File: src/rtl/keypad_scanner.sv
// Keypad scanner for a 4x4 hex keypad. Walks four active-low column strobes in the
// same rotation as the display digit selector. It synchronizes and debounces the
// active-low row returns and shifts each accepted key code into a 32-bit entry
// register.
//
// Ports:
//   clock     system clock
//   reset     asynchronous, active-low reset
//   row_in    keypad rows, active-low, asynchronous to clock
//   clr       synchronous clear of value
//   col_out   column strobes, active-low one-hot (all high until the first tick)
//   key_code  code (4*row + col) of the last accepted key
//   key_valid one-clock pulse per accepted key
//   value     entry register, newest digit in [3:0]
module keypad_scanner #(
  parameter int unsigned SCAN_DIV = 1000,  // clocks per column dwell, >= 4
  parameter int unsigned DEBOUNCE = 4      // consecutive ticks to accept/release, 1..15
) (
  input  logic        clock,
  input  logic        reset,
  input  logic [3:0]  row_in,
  input  logic        clr,
  output logic [3:0]  col_out,
  output logic [3:0]  key_code,
  output logic        key_valid,
  output logic [31:0] value
);

  localparam int unsigned CntW = (SCAN_DIV > 1) ? $clog2(SCAN_DIV) : 1;
  localparam logic [CntW-1:0] CntMax = CntW'(SCAN_DIV - 1);
  localparam logic [3:0] DebMax = 4'(DEBOUNCE);

  typedef enum logic [1:0] {StScan, StConfirm, StHold} state_e;

  state_e          state_q, state_d;
  logic [3:0]      sync1_q, row_s_q;
  logic [CntW-1:0] tick_cnt_q;
  logic [3:0]      col_q, col_d;
  logic [3:0]      cand_q, cand_d;
  logic [3:0]      dcnt_q, dcnt_d;
  logic [3:0]      key_code_q;
  logic            key_valid_q;
  logic [31:0]     value_q;

  logic       tick;
  logic       row_any;
  logic [1:0] row_idx, col_idx;
  logic [3:0] code, col_next, dcnt_inc, acc_code;
  logic       accept;

  assign tick = (tick_cnt_q == CntMax);

  always_ff @(posedge clock or negedge reset) begin
    if (!reset) begin
      sync1_q    <= 4'b1111;
      row_s_q    <= 4'b1111;
      tick_cnt_q <= '0;
    end else begin
      sync1_q    <= row_in;
      row_s_q    <= sync1_q;
      tick_cnt_q <= tick ? '0 : tick_cnt_q + 1'b1;
    end
  end

  // Lowest row index wins when several rows are low.
  always_comb begin
    row_any = (row_s_q != 4'b1111);
    if (!row_s_q[3])      row_idx = 2'd0;
    else if (!row_s_q[2]) row_idx = 2'd1;
    else if (!row_s_q[1]) row_idx = 2'd2;
    else                  row_idx = 2'd3;
    case (col_q)
      4'b1011: col_idx = 2'd1;
      4'b1101: col_idx = 2'd2;
      4'b1110: col_idx = 2'd3;
      default: col_idx = 2'd0;
    endcase
    code = {row_idx, col_idx};
    // The idle all-high pattern joins the rotation at column 0.
    case (col_q)
      4'b0111: col_next = 4'b1011;
      4'b1011: col_next = 4'b1101;
      4'b1101: col_next = 4'b1110;
      default: col_next = 4'b0111;
    endcase
    dcnt_inc = dcnt_q + 4'd1;
  end

  always_comb begin
    state_d  = state_q;
    col_d    = col_q;
    cand_d   = cand_q;
    dcnt_d   = dcnt_q;
    accept   = 1'b0;
    acc_code = cand_q;
    if (tick) begin
      unique case (state_q)
        StScan: begin
          if (!row_any || col_q == 4'b1111) begin
            col_d = col_next;
          end else begin
            cand_d = code;
            if (DebMax == 4'd1) begin
              accept   = 1'b1;
              acc_code = code;
              dcnt_d   = 4'd0;
              state_d  = StHold;
            end else begin
              dcnt_d  = 4'd1;
              state_d = StConfirm;
            end
          end
        end
        StConfirm: begin
          if (row_any && code == cand_q) begin
            if (dcnt_inc == DebMax) begin
              accept  = 1'b1;
              dcnt_d  = 4'd0;
              state_d = StHold;
            end else begin
              dcnt_d = dcnt_inc;
            end
          end else begin
            dcnt_d  = 4'd0;
            col_d   = col_next;
            state_d = StScan;
          end
        end
        StHold: begin
          // Any low row, even a different key, restarts the release count.
          if (row_any) begin
            dcnt_d = 4'd0;
          end else if (dcnt_inc == DebMax) begin
            dcnt_d  = 4'd0;
            col_d   = col_next;
            state_d = StScan;
          end else begin
            dcnt_d = dcnt_inc;
          end
        end
        default: state_d = StScan;
      endcase
    end
  end

  always_ff @(posedge clock or negedge reset) begin
    if (!reset) begin
      state_q     <= StScan;
      col_q       <= 4'b1111;
      cand_q      <= 4'd0;
      dcnt_q      <= 4'd0;
      key_code_q  <= 4'd0;
      key_valid_q <= 1'b0;
      value_q     <= 32'd0;
    end else begin
      state_q     <= state_d;
      col_q       <= col_d;
      cand_q      <= cand_d;
      dcnt_q      <= dcnt_d;
      key_valid_q <= accept;
      if (accept) key_code_q <= acc_code;
      // clr takes priority over a coincident shift.
      if (clr)         value_q <= 32'd0;
      else if (accept) value_q <= {value_q[27:0], acc_code};
    end
  end

  assign col_out   = col_q;
  assign key_code  = key_code_q;
  assign key_valid = key_valid_q;
  assign value     = value_q;

endmodule

File: config.mk
export PLATFORM = sky130hd
export DESIGN_NAME = keypad_scanner
export DESIGN_NICKNAME = d
export VERILOG_FILES = /design/src/rtl/keypad_scanner.sv
export SDC_FILE = /design/constraint.sdc
export NUM_CORES = 1
export LEC_CHECK = 0
export ABC_AREA = 1
export BUFFER_PORTS_ARGS = -buffer_cell sky130_fd_sc_hd__buf_4
export CAP_MARGIN = 30
export CELL_PAD_IN_SITES_DETAIL_PLACEMENT = 0
export CELL_PAD_IN_SITES_GLOBAL_PLACEMENT = 1
export CORE_ASPECT_RATIO = 1.25
export CORE_MARGIN = 8
export CORE_UTILIZATION = 35
export DETAILED_ROUTE_END_ITERATION = 8
export PLACE_DENSITY = 0.68
export SYNTH_ARGS = -nofsm -noshare
export SYNTH_HDL_FRONTEND = slang
export SYNTH_SLANG_ARGS = --single-unit
export TNS_END_PERCENT = 5
File: constraint.sdc
create_clock -name clock -period 1.69 [get_ports clock]
set_input_delay 0.2535 -clock clock [delete_from_list [all_inputs] [get_ports clock]]
set_output_delay 0.2535 -clock clock [all_outputs]
set_load 0.005 [all_outputs]
==> impl_metrics.toml <==
[floorplanning]
die-width_microns = 103.5
start_util_pct = 35.41
fp.dieH_microns = 125.4
core_sq_um = 9459
die_area_sq_um = 12980
ios = 48
rows = 40

[cts]
cts_tree = "yes"
clock_latency_ns = 0.33
h-tree-depth = 3
clockBufferDepth = 2
root_buffer = "clkbuf_16"
clkSinkCount = 69
clk_pin_slew_ns = 0.06
cts_inserted_buffers = 9

[power_and_ir_drop]
power_frac_seq_pct = 40.7
power.switching_w = 0.0007830
p_int_w = 0.003329
p_comb_share_pct = 2.4
p_sw_share_pct = 19.04
pwr-share-clk_pct = 56.8
powerDensity_nw_per_um2 = 914.9
p_leak_nw = 2.211
ir_drop_uv = 543.3

[placement]
placed_area_sq_um = 3969
port_buffers = 47
dp_cells = 544
dp_hpwl_mm = 5.155
gp_congestion = 0.8027
dp_slack_ns = -0.07675

[global_route]
grt.total_usage_pct = 12.04
grt_pass1_vias = 2671
antenna_found_initial = 0
grt_pass1_wl_mm = 12.84
grt-ovfl-total = 0
grt_max_degree = 70

[route]
drt-initial-drc-count = 86
wl_per_cell_microns = 13.47
via_count = 2680
viasPerCell = 4.752
antenna_left = 0
drt-pass1-iter-count = 4
drc = 0
routed_wl_mm = 7.598

[yosys]
ys_seq_area_share_pct = 52.00
yosysTopAreaCell = "dfrtp_1"
yosysTopAreaCellShare_pct = 42.58
avgSynthCellArea_sq_um = 9.330
synthesis.nets = 373
yosys_warnings = 0
synthCells = 359
synthTopCellsByArea = "dfrtp_1 43%, dfstp_2 9.4%, nand2_1 9.2%"
synth-seq-cells = 69
syn_area_sq_um = 3349
yosysUniqueCellTypes = 30

[setup_path]
cpPeakStageDelay_ns = 0.56
endpoint_kind = "register"
crit_arrival_ns = 1.96
cpMaxStageDelayCell = "dfstp_2"
crit_top_cell = "nand2_1"
worstPathRequired_ns = 1.91
path_class = "reg2reg"
crit_chain = "inv_2 > nand4_1 > nand2_1 > nand2_1 > nand2_1 > inv_2 > nand3_4 > inv_4 > nand2_8 > buf_12 > nand3_1 > nand2_1"
startpoint_type = "register"
cp_max_fo = 20

[layout]
stdcell_count = 564
mostFrequentLayoutCell = "nand2_1"
layout.cells.most_common_list = "79 x nand2_1, 69 x buf_4, 57 x dfrtp_1"
syn2layout_area_growth_pct = 34.18
final_nets = 447
fill_cells = 923
diodes = 0
regArea_sq_um = 1742
layout-drive-gt1-share_pct = 38.58
final_area_sq_um = 4494
multi_input_area_sq_um = 1434

[outcome]
violations = "negative setup slack"
outcome = "complete, but fails checks"

[worst_hold_path]
worstHoldPathType = "in2reg"

[sta]
grt_setup_unrepaired = "true"
tightest_slew_ns = 0.3787
fin_crit_sh_pct = 103.2
setup_ws_ns = -0.05355
fmax_mhz = 573.5
report.final.slew_viol_count = 0
final_hold_viol_count = 0
finClkSkew_ns = 0.006820
finalSetupViolations = 38
maxSlewHeadroom_pct = 74.58
min_period_ns = 1.744

[run]
drv_cap = 0
==> through the flow <==
stage / total power (W) / hold slack (ns) / util (%) / setup TNS, ns
final: 0.004112 / 0.02794 / 47.51 / -1.568
after global routing: 0.004239 / 0.01343 / 47.51 / -6.468
after CTS: 0.004166 / 0.01538 / 46.72 / -1.920
after detailed placement: 0.001804 / 0.2954 / 41.96 / -1.655
after global placement: 0.001804 / 0.2969 / 41.96 / -1.213
after floorplan: 0.001741 / -0.04209 / - / 0
==> Yosys cell counts <==
library cell   n
a21oi_1        8
a2bb2oi_1      1
and2_1         1
and3_1         1
buf_1          3
buf_12         3
buf_2          3
buf_4          4
dfrtp_1       57
dfstp_2       12
ha_1           7
inv_1         26
inv_2          8
inv_8          1
nand2_1       82
nand2_2        4
nand2_4        1
nand3_1       54
nand3_2       30
nand3_4        1
nand3b_1       1
nand4_1        7
nor2_1        20
nor2_2         3
nor2_4         2
nor3_1         4
o21ai_0        7
o21ai_1        5
or2_2          1
xnor2_1        2
==> flip-flops by register name (all words and copies together), names as in the netlist <==
register    flops
acc_code        4
col_out         4
dcnt_q          4
key_code        4
key_valid       1
row_s_q         4
state_q         2
sync1_q         4
tick_cnt_q     10
value          32
==> cells by family after synthesis <==
logic type | synth area share [%]
compound gates | 3.250
xor+xnor | 0.5231
fa+ha+maj | 2.615
buf+inv | 7.620
flops | 52.00
simple gates | 33.99
==> power groups by stage <==
| stage | Combinational (W) | Sequential [W] | Clock (W) |
|---|---|---|---|
| after floorplan | 0.0000377 | 0.00170 | 0 |
| after global placement | 0.0000999 | 0.00170 | 0 |
| after detailed placement | 0.0000998 | 0.00170 | 0 |
| after CTS | 0.000102 | 0.00168 | 0.00239 |
| after global routing | 0.000113 | 0.00168 | 0.00245 |
| final | 0.0000990 | 0.00168 | 0.00234 |
==> worst max-delay path, delay by kind of cell, from the launching register on <==
family                 cells  cell delay, ns
DFF                        1            0.56
buffers and inverters      4            0.39
and+or+nand+nor            8            0.67
==> area by class of cell <==
type / instances / area share (%)
clock buffer: 10 / 5.317
inverter: 35 / 3.341
sequential: 69 / 38.75
timing repair buffer: 76 / 14.20
clock inverter: 6 / 2.979
multi-input combinational: 242 / 31.90
tap: 126 / 3.508
==> worst paths after layout <==
path	startpoint	to	slack (ns)	cells past startpoint
worst max register to register	col_out[0]$_DFFE_PN1P_	value[12]$_DFFE_PN0P_	-0.05	12
worst max-delay path	col_out[0]$_DFFE_PN1P_	value[12]$_DFFE_PN0P_	-0.05	12
worst min register to register	sync1_q[3]$_DFF_PN1_	row_s_q[3]$_DFF_PN1_	0.35	0
max in group asynchronous	reset	col_out[2]$_DFFE_PN1P_	0.88	3
worst min-delay path	row_in[2]	sync1_q[2]$_DFF_PN1_	0.03	1
min in group asynchronous	reset	value[7]$_DFFE_PN0P_	0.47	3
==> metal layers <==
layer | vias to the layer above | global-route usage [%] | wire [microns]
li1 | 1326 | - | -
met1 | 1282 | 13.57 | 3172
met4 | 0 | 5.546 | 138
met3 | 11 | 3.751 | 354
met5 | - | 0 | 0
met2 | 61 | 20.27 | 3933
==> what timing repair did <==
| action | in CTS | in global routing |
|---|---|---|
| setup endpoints to repair | 43 | 51 |
| hold buffers | 1 | 0 |
| endpoints found under the hold margin | 57 | 0 |
| gates cloned | 1 | 0 |
| pin swaps | 4 | 10 |
| resized for setup | 11 | 16 |
| buffers inserted | 1 | 1 |
No activity file was read; power rests on OpenSTA's default activity.
